[src/rtl/pld_led_status.sv]
// pld_led_status: heartbeat passthrough LED driver that plays posted status
// codes as N blinks followed by a dark gap, with PWM dimming on every lit cycle.
module pld_led_status #(
  parameter int unsigned PWM_WIDTH  = 8,
  parameter int unsigned CODE_WIDTH = 4,
  parameter int unsigned GAP_TICKS  = 4
) (
  input  logic                  clk,
  input  logic                  resetn,
  input  logic                  hb_in,
  input  logic                  code_valid,
  input  logic [CODE_WIDTH-1:0] code,
  output logic                  code_ready,
  input  logic [PWM_WIDTH-1:0]  brightness,
  output logic                  led_out
);

  localparam int unsigned GAP_W = $clog2(GAP_TICKS + 1);

  typedef enum logic [2:0] {
    S_IDLE = 3'd0,
    S_SYNC = 3'd1,
    S_ON   = 3'd2,
    S_OFF  = 3'd3,
    S_GAP  = 3'd4
  } state_t;

  state_t                r_state;
  logic                  r_hb_q;
  logic [PWM_WIDTH-1:0]  r_pwm_cnt;
  logic [CODE_WIDTH-1:0] r_rem;
  logic [GAP_W-1:0]      r_gap;

  logic w_tick;
  logic w_pwm_on;

  // Both heartbeat edges act as the slow timebase tick.
  assign w_tick   = (hb_in != r_hb_q);
  assign w_pwm_on = (r_pwm_cnt < brightness);

  // Heartbeat edge detector and free-running PWM counter.
  always_ff @(posedge clk or negedge resetn) begin
    if (!resetn) begin
      r_hb_q    <= 1'b0;
      r_pwm_cnt <= '0;
    end else begin
      r_hb_q    <= hb_in;
      r_pwm_cnt <= r_pwm_cnt + PWM_WIDTH'(1);
    end
  end

  // Blink-code sequencer; led_out registers the LED value of the current state.
  always_ff @(posedge clk or negedge resetn) begin
    if (!resetn) begin
      r_state    <= S_IDLE;
      r_rem      <= '0;
      r_gap      <= '0;
      led_out    <= 1'b0;
      code_ready <= 1'b0;
    end else begin
      led_out <= 1'b0;
      case (r_state)
        S_IDLE: begin
          led_out <= hb_in & w_pwm_on;
          if (code_valid && code_ready) begin
            r_rem      <= code;
            r_state    <= S_SYNC;
            code_ready <= 1'b0;
          end else begin
            code_ready <= 1'b1;
          end
        end
        S_SYNC: begin
          if (w_tick) begin
            if (r_rem == '0) begin
              r_gap   <= GAP_W'(GAP_TICKS);
              r_state <= S_GAP;
            end else begin
              r_state <= S_ON;
            end
          end
        end
        S_ON: begin
          led_out <= w_pwm_on;
          if (w_tick) begin
            r_rem   <= r_rem - CODE_WIDTH'(1);
            r_state <= S_OFF;
          end
        end
        S_OFF: begin
          if (w_tick) begin
            if (r_rem == '0) begin
              r_gap   <= GAP_W'(GAP_TICKS);
              r_state <= S_GAP;
            end else begin
              r_state <= S_ON;
            end
          end
        end
        S_GAP: begin
          if (w_tick) begin
            // Counter is held at zero rather than wrapping.
            if (r_gap != '0) begin
              r_gap <= r_gap - GAP_W'(1);
            end
            if (r_gap <= GAP_W'(1)) begin
              r_state    <= S_IDLE;
              code_ready <= 1'b1;
            end
          end
        end
        default: begin
          r_state    <= S_IDLE;
          code_ready <= 1'b0;
        end
      endcase
    end
  end

endmodule

[config.mk]
export PLATFORM = sky130hd
export DESIGN_NAME = pld_led_status
export DESIGN_NICKNAME = d
export VERILOG_FILES = /design/src/rtl/pld_led_status.sv
export SDC_FILE = /design/constraint.sdc
export NUM_CORES = 1
export LEC_CHECK = 0
export CAP_MARGIN = 5
export CORE_AREA = 5 5 62 64
export DETAILED_ROUTE_END_ITERATION = 16
export DIE_AREA = 0 0 67 69
export PLACE_DENSITY_LB_ADDON = 0.25
export SETUP_SLACK_MARGIN = 0.15
export SLEW_MARGIN = 15
export SYNTH_ARGS = -nofsm -noshare
export SYNTH_HDL_FRONTEND = slang
export SYNTH_SLANG_ARGS = --single-unit
export TNS_END_PERCENT = 100
[constraint.sdc]
create_clock -name clk -period 3.1 [get_ports clk]
set_input_delay 0.465 -clock clk [delete_from_list [all_inputs] [get_ports clk]]
set_output_delay 0.465 -clock clk [all_outputs]
set_load 0.05 [all_outputs]
# Yosys cells after proc, flatten, opt, wreduce, memory -nomap -nowiden
# Index checks and enable logic that the tools add are counted.
# totals
inputBits,16
register_bits,21
# classes
n_lt_le_gt_ge,2
mux,20
n_bitwise,2
addsub,3
n_reduce_logical,12
n_eq_ne,12
# ops
cell,count
two-way mux 3 bit,10
one-hot mux 3 bit (4 select lines),1
"inequality test 2 bit, second input constant",5
AND reduction 5 bit,2
"adder 8 x 1 -> 8 bit, second input constant",1
< comparator 8 bit,1
two-way mux 4 bit,2
one-hot mux 4 bit (2 select lines),1
"== test 3 x 2 -> 1 bit, second input constant",2
one-hot mux 3 bit (2 select lines),1
AND reduction 3 bit,2
zero test 4 bit,1
"inequality test 2 x 1 -> 1 bit, second input constant",2
nonzero test 2 bit,2
"subtractor 4 x 1 -> 4 bit, second input constant",1
"== test 3 x 1 -> 1 bit, second input constant",1
"== test 3 bit, second input constant",1
"less-or-equal comparator 3 x 1 -> 1 bit, second input constant",1
zero test 3 bit,1
two-way mux 1 bit,3
one-hot mux 1 bit (3 select lines),1
nonzero test 3 bit,1
OR reduction 3 bit,1
"subtractor 3 x 1 -> 3 bit, second input constant",1
6 further kinds,6

# Longest topological paths before layout
# depth
word_depth,4
ltp_mapped,6

# Worst setup path before layout
# OpenSTA, ideal clock, no wires.
# synth_path
path_type,register to register
from,register code_ready
to,register r_rem[1]
t_required_ns,2.975
slack_ns,1.607
stages_incl_launch_ff,4
path_buffers,0
setup_ns,0.125
arrival_ns,1.368
cell_sequence,dfrtp_1 > nand4_1 > o21ai_4 > mux2_4
# synth_via
elab_chain_cells,3
# synth_lines
element,line,source
start: declaration,13,"output logic code_ready,"
start signal: assignment,59,code_ready <= 1'b0;
start signal: assignment,68,code_ready <= 1'b0;
start signal: assignment,70,code_ready <= 1'b1;
logical AND 1 bit,65,if (code_valid && code_ready) begin
inequality test 2 bit (no line),--,
AND reduction 3 bit (no line),--,
end signal: assignment,66,r_rem <= code;
end signal: assignment,86,r_rem <= r_rem - CODE_WIDTH'(1);
end: declaration,31,logic [CODE_WIDTH-1:0] r_rem;
# Every way passes these cells.
# A chain may end at the register's enable or synchronous reset.

# Worst setup path after layout
# layout_path
from,register code_ready
to,output port code_ready
# No word-level cell between the ends.

==> flow_metrics.py <==
metrics = {
    "floorplan": {
        "fp.dieArea_mm2": 0.00462,
        "start_util_pct": 38.7,
        "core-area_mm2": 0.00323,
        "ioPinCount": 18,
        "die_h_um": 69,
        "num_rows": 21,
        "die_width_um": 67,
    },
    "drt": {
        "num_vias": 924,
        "drt_iter0_drc": 35,
        "wl_per_cell_um": 12.3,
        "drc": 0,
        "viasPerCell": 4.99,
        "drt-pass1-iter-count": 4,
        "ant_nets": 0,
        "wl_um": 2280,
    },
    "grt": {
        "grt_usage_pct": 11.4,
        "antenna_found_initial": 0,
        "grt_max_degree": 22,
        "first_global_vias": 957,
        "gr-total-overflow": 0,
        "grt_pass1_wl_um": 4170,
    },
    "synthesis": {
        "synth_cells": 119,
        "yosys-top-cells-area": "dfrtp_1 42%, ha_1 12%, inv_1 3.9%, o21ai_0 3.6%, mux2i_1 3.2%",
        "syn_area_mm2": 0.00125,
        "synth_ff_type": "dfrtp_1",
        "syn-num-nets": 147,
        "synth_edf_count": 0,
        "syn_area_per_cell_um2": 10.5,
        "yosysSeqAreaShare_pct": 42.0,
        "ys_seq_elements": 21,
        "yosysTopAreaCellShare_pct": 42.0,
        "ys_warn_count": 0,
        "synthArstFlopShare_pct": 100,
        "yosysUniqueCellTypes": 41,
        "yosysTopAreaCell": "dfrtp_1",
    },
    "sta": {
        "drv_slew": 0,
        "rsz0062_at_grt": "no",
        "tns_ps": 0,
        "hold_violations": 0,
        "slew_headroom_pct": 36.1,
        "timing.final.ws_setup_ps": 1080,
        "worstMarginPinSlew_ps": 956,
        "fin_skew_ps": 9.76,
        "hold_ws_ps": 484,
        "timing.final.crit_share_pct": 65.1,
        "max_freq_mhz": 495,
        "period_minus_slack_ps": 2020,
        "setup_violations": 0,
    },
    "cts": {
        "clkTransAtPathRegs_ps": 120,
        "postCtsResizedCells": 0,
        "cts-htree-levels": 1,
        "cts_sinks": 21,
        "clk_latency_ps": 300,
        "cts_buffers": 3,
        "root_buffer": "clkbuf_4",
        "postCtsHoldBufs": 0,
        "post-cts-setup-buffers": 0,
        "tritoncts": "done",
        "cts_buffer_depth": 2,
    },
    "finish": {
        "fin_cells": 185,
        "layout_commonest_cell": "dfrtp_1",
        "final_cell_mix": "21 x dfrtp_1, 17 x clkdlybuf4s50_1, 13 x inv_1, 12 x ha_1, 9 x o21ai_0",
        "fillers": 318,
        "area.growth.synth_to_final_pct": 19.4,
        "drive_above_1_share_pct": 7.19,
        "nets": 168,
        "n_antenna_cell": 0,
    },
    "setup_path": {
        "crit_chain": "clkdlybuf4s50_1",
        "critical_path_class": "reg -> out",
        "cpPeakStageDelay_ps": 830,
        "start_kind": "flip-flop",
        "crit_arrival_ps": 1550,
        "slowest_stage": "clkdlybuf4s50_1",
        "required_ps": 2630,
        "worstSetupEndpointType": "output port",
        "critPathBufInv": 1,
        "cpLargestDelayFamily": "buffers and inverters",
        "critPathMaxFanout": 5,
    },
    "power_and_ir_drop": {
        "totalPowerFinal_uw": 799,
        "ir_drop_uv": 292,
        "power_density_mw_per_mm2": 535,
        "power_leakage_nw": 0.655,
    },
    "status": {
        "status": "finished clean",
    },
    "placed_design": {
        "gp_congestion": 0.799,
        "dp_slack_ps": 1060,
        "dp_cells": 181,
        "io_buffers": 17,
        "dp_hpwl_um": 1750,
    },
    "flow_run": {
        "max_cap_violations": 0,
    },
    "worst_hold_path": {
        "hold_path.class": "reg -> reg",
    },
}
-- state kept, by name (all words and copies together), names as in the netlist --
signal,flops
r_gap,3
r_state,3
r_rem,4
led_out,1
code_ready,1
r_pwm_cnt,8
r_hb_q,1
-- cell families after synthesis --
logic type | Yosys count | synth area share, %
DFF | 21 | 42.0
muxes | 5 | 4.40
adders and majority gates | 12 | 12.0
xor gates and xnor gates | 8 | 6.81
buffers and inverters | 14 | 4.80
AOI/OAI and AO/OA | 30 | 16.3
and+or+nand+nor | 29 | 13.6
-- routing by layer --
metal	GRT usage (%)	wire [µm]
met1	14.3	1020
met4	2.03	19
met3	3.90	101
met2	18.8	1140
met5	0	0
-- cell type report --
type	count	area, µm²	area share [%]
well taps	46	57.6	3.86
repair buffers	17	170	11.4
multi-input cells	84	664	44.5
inverters	13	48.8	3.27
clock buffers	4	26.3	1.76
flip-flops and latches	21	526	35.2
-- power by group --
group | internal [mW] | switching, mW
clock network | 0.0501 | 0.0832
logic | 0.146 | 0.153
registers | 0.320 | 0.0465
-- cells in the mapped netlist, types with 2 or more instances --
cell	n
nor2_1	2
nand2b_1	2
nand4_1	3
inv_1	13
mux2i_1	4
nand3_1	4
ha_1	12
o21ai_0	9
nand2_1	5
xor2_1	2
nor3_1	3
nor3b_1	2
o21ai_1	3
xnor2_1	4
dfrtp_1	21
a21oi_1	4
and4_1	2
-- through the flow --
stage / area (µm²) / utilization, %
2_1_floorplan: 1250 / -
3_3_place_gp: 1470 / 45.4
3_5_place_dp: 1470 / 45.4
4_1_cts: 1490 / 46.2
5_1_grt: 1490 / 46.2
6_report: 1490 / 46.2
-- worst paths after layout --
path                       cells after the start                     end  slack [ps]                    from
max                                            1              code_ready        1080  code_ready$_DFFE_PN0P_
min reg2reg                                    1  r_pwm_cnt[7]$_DFF_PN0_         480  r_pwm_cnt[7]$_DFF_PN0_
max reg2reg                                    6    r_gap[0]$_DFFE_PN0P_        1530    r_rem[0]$_DFFE_PN0P_
min                                            1  r_pwm_cnt[7]$_DFF_PN0_         480  r_pwm_cnt[7]$_DFF_PN0_
max in group asynchronous                      1       led_out$_DFF_PN0_        1830                  resetn
min in group asynchronous                      1    r_gap[1]$_DFFE_PN0P_         680                  resetn
Power figures use the tool's default switching activity.
